$ cat src/rtl/mem_stage_pkg.sv
// Shared types and constants for the memory pipeline stage.
package mem_stage_pkg;

  localparam int unsigned XLEN = 32;
  localparam int unsigned RN_W = 5;

  localparam logic [XLEN-1:0] MEM_TIMEOUT_DATA = 32'hDEADBEEF;

  typedef enum logic [1:0] {
    ST_IDLE   = 2'd0,
    ST_ACCESS = 2'd1,
    ST_DONE   = 2'd2
  } mem_state_e;

endpackage

$ cat src/rtl/pipeline_reg.sv
// Generic pipeline register with stall (hold) and bubble (inject BUBBLE_V).
module pipeline_reg #(
  parameter int unsigned   W        = 32,
  parameter logic [W-1:0]  BUBBLE_V = '0
) (
  input  logic         clk,
  input  logic         resetn,
  input  logic         stall,
  input  logic         bubble,
  input  logic [W-1:0] d,
  output logic [W-1:0] q
);

  logic [W-1:0] r_q;

  // Bubble wins over stall so a stalled producer never leaks a stale value.
  always_ff @(posedge clk or negedge resetn) begin
    if (!resetn) begin
      r_q <= '0;
    end else if (bubble) begin
      r_q <= BUBBLE_V;
    end else if (!stall) begin
      r_q <= d;
    end
  end

  assign q = r_q;

endmodule

$ cat src/rtl/mem_stage.sv
// Memory pipeline stage: runs one data-bus access per load/store and feeds W.
// Optional bus timeout is enabled by defining MEM_TIMEOUT_EN.
module mem_stage
  import mem_stage_pkg::*;
#(
  parameter int unsigned TIMEOUT_CYCLES = 255
) (
  input  logic            clk,
  input  logic            resetn,
  input  logic            m_wreg,
  input  logic            m_m2reg,
  input  logic            m_wmem,
  input  logic [XLEN-1:0] m_data,
  input  logic [XLEN-1:0] m_memin,
  input  logic [RN_W-1:0] m_rn,
  output logic            m_busy,
  output logic            dmem_req,
  output logic            dmem_we,
  output logic [XLEN-1:0] dmem_addr,
  output logic [XLEN-1:0] dmem_wdata,
  input  logic [XLEN-1:0] dmem_rdata,
  input  logic            dmem_ack,
  output logic            w_wreg,
  output logic [RN_W-1:0] w_rn,
  output logic [XLEN-1:0] w_data,
  output logic            mem_err
);

  mem_state_e      r_state;
  mem_state_e      w_state_nxt;

  logic            r_dmem_req;
  logic            r_dmem_we;
  logic [XLEN-1:0] r_dmem_addr;
  logic [XLEN-1:0] r_dmem_wdata;
  logic [XLEN-1:0] r_hold;

  logic            w_access;
  logic            w_load;
  logic            w_timeout;
  logic            w_wb_wreg;
  logic [RN_W-1:0] w_wb_rn;
  logic [XLEN-1:0] w_wb_data;

  assign w_access = m_wmem | (m_wreg & m_m2reg);
  assign w_load   = m_wreg & m_m2reg & ~m_wmem;

`ifdef MEM_TIMEOUT_EN
  localparam int unsigned CNT_W = (TIMEOUT_CYCLES > 1) ? $clog2(TIMEOUT_CYCLES) : 1;

  logic [CNT_W-1:0] r_cnt;
  logic             r_mem_err;

  // Expires on the TIMEOUT_CYCLES-th ACCESS cycle without an ack.
  assign w_timeout = (r_state == ST_ACCESS) && (r_cnt == CNT_W'(TIMEOUT_CYCLES - 1));

  always_ff @(posedge clk or negedge resetn) begin
    if (!resetn) begin
      r_cnt     <= '0;
      r_mem_err <= 1'b0;
    end else begin
      if ((r_state == ST_ACCESS) && !dmem_ack && !w_timeout) begin
        r_cnt <= r_cnt + CNT_W'(1);
      end else begin
        r_cnt <= '0;
      end
      if (w_timeout && !dmem_ack) begin
        r_mem_err <= 1'b1;
      end
    end
  end

  assign mem_err = r_mem_err;
`else
  assign w_timeout = 1'b0;
  assign mem_err   = 1'b0;
`endif

  always_ff @(posedge clk or negedge resetn) begin
    if (!resetn) begin
      r_state <= ST_IDLE;
    end else begin
      r_state <= w_state_nxt;
    end
  end

  // Next state, stall request and W-stage payload.
  always_comb begin
    w_state_nxt = r_state;
    m_busy      = 1'b0;
    w_wb_wreg   = m_wreg;
    w_wb_rn     = m_rn;
    w_wb_data   = m_data;
    case (r_state)
      ST_IDLE: begin
        if (w_access) begin
          m_busy      = 1'b1;
          w_state_nxt = ST_ACCESS;
        end
      end
      ST_ACCESS: begin
        m_busy = 1'b1;
        if (dmem_ack || w_timeout) begin
          w_state_nxt = ST_DONE;
        end
      end
      ST_DONE: begin
        w_wb_wreg   = m_wreg & ~m_wmem;
        w_wb_data   = w_load ? r_hold : m_data;
        w_state_nxt = ST_IDLE;
      end
      default: begin
        w_state_nxt = ST_IDLE;
      end
    endcase
  end

  // Bus request is launched on entry to ACCESS and held until completion.
  always_ff @(posedge clk or negedge resetn) begin
    if (!resetn) begin
      r_dmem_req   <= 1'b0;
      r_dmem_we    <= 1'b0;
      r_dmem_addr  <= '0;
      r_dmem_wdata <= '0;
    end else if ((r_state == ST_IDLE) && (w_state_nxt == ST_ACCESS)) begin
      r_dmem_req   <= 1'b1;
      r_dmem_we    <= m_wmem;
      r_dmem_addr  <= m_data;
      r_dmem_wdata <= m_memin;
    end else if ((r_state == ST_ACCESS) && (w_state_nxt == ST_DONE)) begin
      r_dmem_req <= 1'b0;
      r_dmem_we  <= 1'b0;
    end
  end

  // Ack has priority over a coincident timeout.
  always_ff @(posedge clk or negedge resetn) begin
    if (!resetn) begin
      r_hold <= '0;
    end else if (r_state == ST_ACCESS) begin
      if (dmem_ack) begin
        r_hold <= dmem_rdata;
      end else if (w_timeout) begin
        r_hold <= MEM_TIMEOUT_DATA;
      end
    end
  end

  assign dmem_req   = r_dmem_req;
  assign dmem_we    = r_dmem_we;
  assign dmem_addr  = r_dmem_addr;
  assign dmem_wdata = r_dmem_wdata;

  pipeline_reg #(.W(1), .BUBBLE_V(1'b0)) u_w_wreg (
    .clk    (clk),
    .resetn (resetn),
    .stall  (1'b0),
    .bubble (m_busy),
    .d      (w_wb_wreg),
    .q      (w_wreg)
  );

  pipeline_reg #(.W(RN_W), .BUBBLE_V('0)) u_w_rn (
    .clk    (clk),
    .resetn (resetn),
    .stall  (1'b0),
    .bubble (m_busy),
    .d      (w_wb_rn),
    .q      (w_rn)
  );

  pipeline_reg #(.W(XLEN), .BUBBLE_V('0)) u_w_data (
    .clk    (clk),
    .resetn (resetn),
    .stall  (1'b0),
    .bubble (m_busy),
    .d      (w_wb_data),
    .q      (w_data)
  );

endmodule

$ cat config.mk
export PLATFORM = sky130hd
export DESIGN_NAME = mem_stage
export DESIGN_NICKNAME = d
export VERILOG_FILES = /design/src/rtl/mem_stage_pkg.sv /design/src/rtl/pipeline_reg.sv /design/src/rtl/mem_stage.sv
export SDC_FILE = /design/constraint.sdc
export NUM_CORES = 1
export LEC_CHECK = 0
export ABC_AREA = 1
export BUFFER_PORTS_ARGS = -buffer_cell sky130_fd_sc_hd__buf_2
export CAP_MARGIN = 20
export CORE_MARGIN = 8
export CORE_UTILIZATION = 37
export DETAILED_ROUTE_END_ITERATION = 16
export HOLD_SLACK_MARGIN = 0.12
export PLACE_DENSITY = 0.67
export SLEW_MARGIN = 20
export SYNTH_ARGS = -nofsm -noshare
export SYNTH_HDL_FRONTEND = slang
export SYNTH_SLANG_ARGS = --single-unit
$ cat constraint.sdc
create_clock -name clk -period 2.5 [get_ports clk]
set_input_delay 0.125 -clock clk [delete_from_list [all_inputs] [get_ports clk]]
set_output_delay 0.125 -clock clk [all_outputs]
set_load 0.02 [all_outputs]
==> flow_metrics.env <==
export IMPL_run_status="complete, no violations"
export IMPL_finalWirelength_um=17600
export IMPL_netlist_cell_type_count=19
export IMPL_synth_area_leader_cell="sky130_fd_sc_hd__dfrtp_1"
export IMPL_detailedPlace_worstSlack_ns=0.860
export IMPL_postSynthCellCount=626
export IMPL_syn_num_nets=733
export IMPL_synth_top_family_by_area="simple AND/OR/NAND/NOR gates"
export IMPL_layout_worst_path_cycle_share_pct=80.6
export IMPL_postSynthRegisterBits=138
export IMPL_synth_xor_area_share_pct=0
export IMPL_placed_cells_incl_taps=996
export IMPL_drv_slew=0
export IMPL_synth_sequential_area_ratio_pct=62.2
export IMPL_critPathTopFamily="simple AND/OR/NAND/NOR gates"
export IMPL_total_power_mw=9.43
export IMPL_grt_pass1_wl_um=29000
export IMPL_fp_row_count=44
export IMPL_numPortBuffers=211
export IMPL_timing_reg2reg_worst_path_depth=6
export IMPL_routed_wire_length_per_instance_um=15.5
export IMPL_synth_top_cells_by_area="sky130_fd_sc_hd__dfrtp_1 (62%), sky130_fd_sc_hd__nand2_1 (18%), sky130_fd_sc_hd__a21oi_1 (3.0%)"
export IMPL_report_final_setup_viol=0
export IMPL_crit_fanout=20
export IMPL_final_setup_worst_slack_ns=0.486
export IMPL_detailedPlacementHpwl_um=11000
export IMPL_post_cts_resize_count=0
export IMPL_drt_iter0_drc=229
export IMPL_gp_congestion=0.738
export IMPL_die_width_um=138
export IMPL_first_pass_iters=4
export IMPL_ant_nets=0
export IMPL_synth_simple_area_share_pct=24.3
export IMPL_initial_utilization_pct=38.0
export IMPL_die_area_mm2=0.0192
export IMPL_cts_clk_slew_worst_paths_ns=0.06
export IMPL_vias=5190
export IMPL_flow_area_growth_from_synthesis_pct=51.0
export IMPL_p_leak_nw=4.52
export IMPL_layout_cells_non_filler=1134
export IMPL_cts_sinks=138
export IMPL_final_setup_skew_ns=0.00557
export IMPL_crit_chain="nor2_1, nand2_1, nand2_2, inv_1, buf_2"
export IMPL_synthesis_area_mm2=0.00555
export IMPL_worst_path_largest_cell_delay_ns=0.46
export IMPL_fp_dieH_um=138
export IMPL_ios=213
export IMPL_worstSetupEndpointType="output port"
export IMPL_timing_max_cap_violations=0
export IMPL_grt_start_max_net_pins=67
export IMPL_final_layout_worst_hold_slack_ns=0.204
export IMPL_grt_antenna_before_repair=1
export IMPL_arrival_ns=1.89
export IMPL_postSynthAreaPerCell_um2=8.87
export IMPL_peakVddDrop_uv=608
export IMPL_worstSkewPairLatency_ns=0.42
export IMPL_grt_pass1_vias=5506
export IMPL_setup_tns_ns=0
export IMPL_synthDominantCellAreaShare_pct=62.2
export IMPL_cts_htree_levels=4
export IMPL_cts_hold_repair_buffers=106
export IMPL_synth_compound_area_share_pct=5.86
export IMPL_p_per_area_mw_per_mm2=1120
export IMPL_viasPerCell=4.58
export IMPL_grt_setup_unrepaired="no"
export IMPL_detail_route_drc_violations=0
export IMPL_layout_min_cycle_time_ns=2.01
export IMPL_final_fill_count=1274
export IMPL_critical_path_class="flop to output port"
export IMPL_worst_slew_pin_transition_ns=0.718
export IMPL_min_path_type="primary input to async pin"
export IMPL_slew_limit_headroom_pct=52.1
export IMPL_post_cts_setup_buffer_count=0
export IMPL_cts_buffers_inserted=17
export IMPL_timing_hold_violations_final=0
export IMPL_yosys_warnings=0
export IMPL_fmax_mhz=496
export IMPL_crit_cells=5
export IMPL_core_area_mm2=0.0146
export IMPL_grt_util_all_layers_pct=18.7
export IMPL_critical_path_n_buffers_inverters=2
export IMPL_synthMuxAreaShare_pct=0
export IMPL_drive_gt1_share_pct=27.6
export IMPL_critPathRequiredTime_ns=2.38
export IMPL_adder_cell_fraction_of_synth_area_pct=0
export IMPL_grt_overflow_total=0
export IMPL_critical_path_startpoint_type="flop"
export IMPL_worst_path_max_delay_cell="sky130_fd_sc_hd__dfrtp_1"
export IMPL_final_net_count=1044
export IMPL_cts_root_buf="sky130_fd_sc_hd__clkbuf_16"
export IMPL_clockBufferDepth=2
export IMPL_tritoncts_clock_tree="done"
-- synthesized netlist by cell type (all sizes together) --
master / n
inv: 42
nor2: 42
o21ai: 32
a21oi: 33
nand2: 267
nand3: 34
conb: 1
buf: 35
dfrtp: 138
clkbuf: 2
-- worst register-to-register path, delay by kind of cell, from the launching register on --
| family | cells | cell delay (ns) |
|---|---|---|
| flip-flops | 1 | 0.46 |
| AND/OR/NAND/NOR | 4 | 0.38 |
| buffers and inverters | 2 | 0.90 |
-- path summary, 6_finish.rpt --
| path | from | endpoint | slack, ns |
|---|---|---|---|
| setup / recovery | r_state[0] | m_busy | 0.49 |
| hold / removal | resetn | dmem_wdata[10] | 0.20 |
| setup reg to reg | r_state[0] | u_w_wreg.q | 0.65 |
| hold reg to reg | dmem_wdata[18] | dmem_wdata[18] | 0.47 |
| max in group asynchronous | resetn | dmem_wdata[31] | 1.53 |
| min in group clk | m_m2reg | dmem_addr[30] | 0.44 |
-- power by group --
part / switching [mW] / internal (mW)
sequential: 0.387 / 3.11
clock: 0.955 / 1.64
combinational: 2.24 / 1.09
total: 3.58 / 5.84
-- per-stage QoR --
step	instance area [um2]	util [%]
3_5_place_dp	6710	46.0
3_3_place_gp	6710	46.0
4_1_cts	8380	57.4
5_1_grt	8380	57.4
2_1_floorplan	5550	-
6_report	8380	57.4
-- sequential cells by signal, indices dropped and copies added, names as in the netlist --
signal	cells
dmem_addr	32
dmem_req	1
dmem_wdata	32
dmem_we	1
r_hold	32
r_state	2
u_w_data.q	32
u_w_rn.q	5
u_w_wreg.q	1
-- logic make-up (layout without fill, tap and decap cells) --
kind of cell | after synthesis | in the layout
buf+inv | 79 | 402
flops | 138 | 138
compound gates | 65 | 65
other cells | 1 | 2
simple gates | 343 | 343
-- routing by layer --
| layer | wire length, um | GRT usage (%) | share of wire, % |
|---|---|---|---|
| met5 | 0 | 0 | 0 |
| met4 | 256 | 6.86 | 1.5 |
| met3 | 1310 | 6.34 | 7.4 |
| met2 | 8500 | 29.8 | 48 |
| met1 | 7510 | 23.1 | 43 |
-- cells in the final DEF (no fill, tap or decap), drive strengths merged, types with 3 or more instances in the layout --
cell	count
dfrtp	138
clkinvlp	5
nor2	42
clkbuf	21
bufinv	3
o21ai	32
buf	223
dlygate4sd3	106
nand3	34
a21oi	33
inv	43
nand2	267
-- cell type report --
class                      count  area [um2]  share of cell area [%]
antenna                        1        2.50                  0.0299
clock buffer                  21         470                    5.61
clock inverter                10         141                    1.69
inverter                      42         160                    1.91
multi-input combinational    409        1680                    20.1
sequential                   138        3450                    41.2
tap                          184         230                    2.75
timing repair buffer         329        2240                    26.7
No activity file was read; power rests on OpenSTA's default activity.
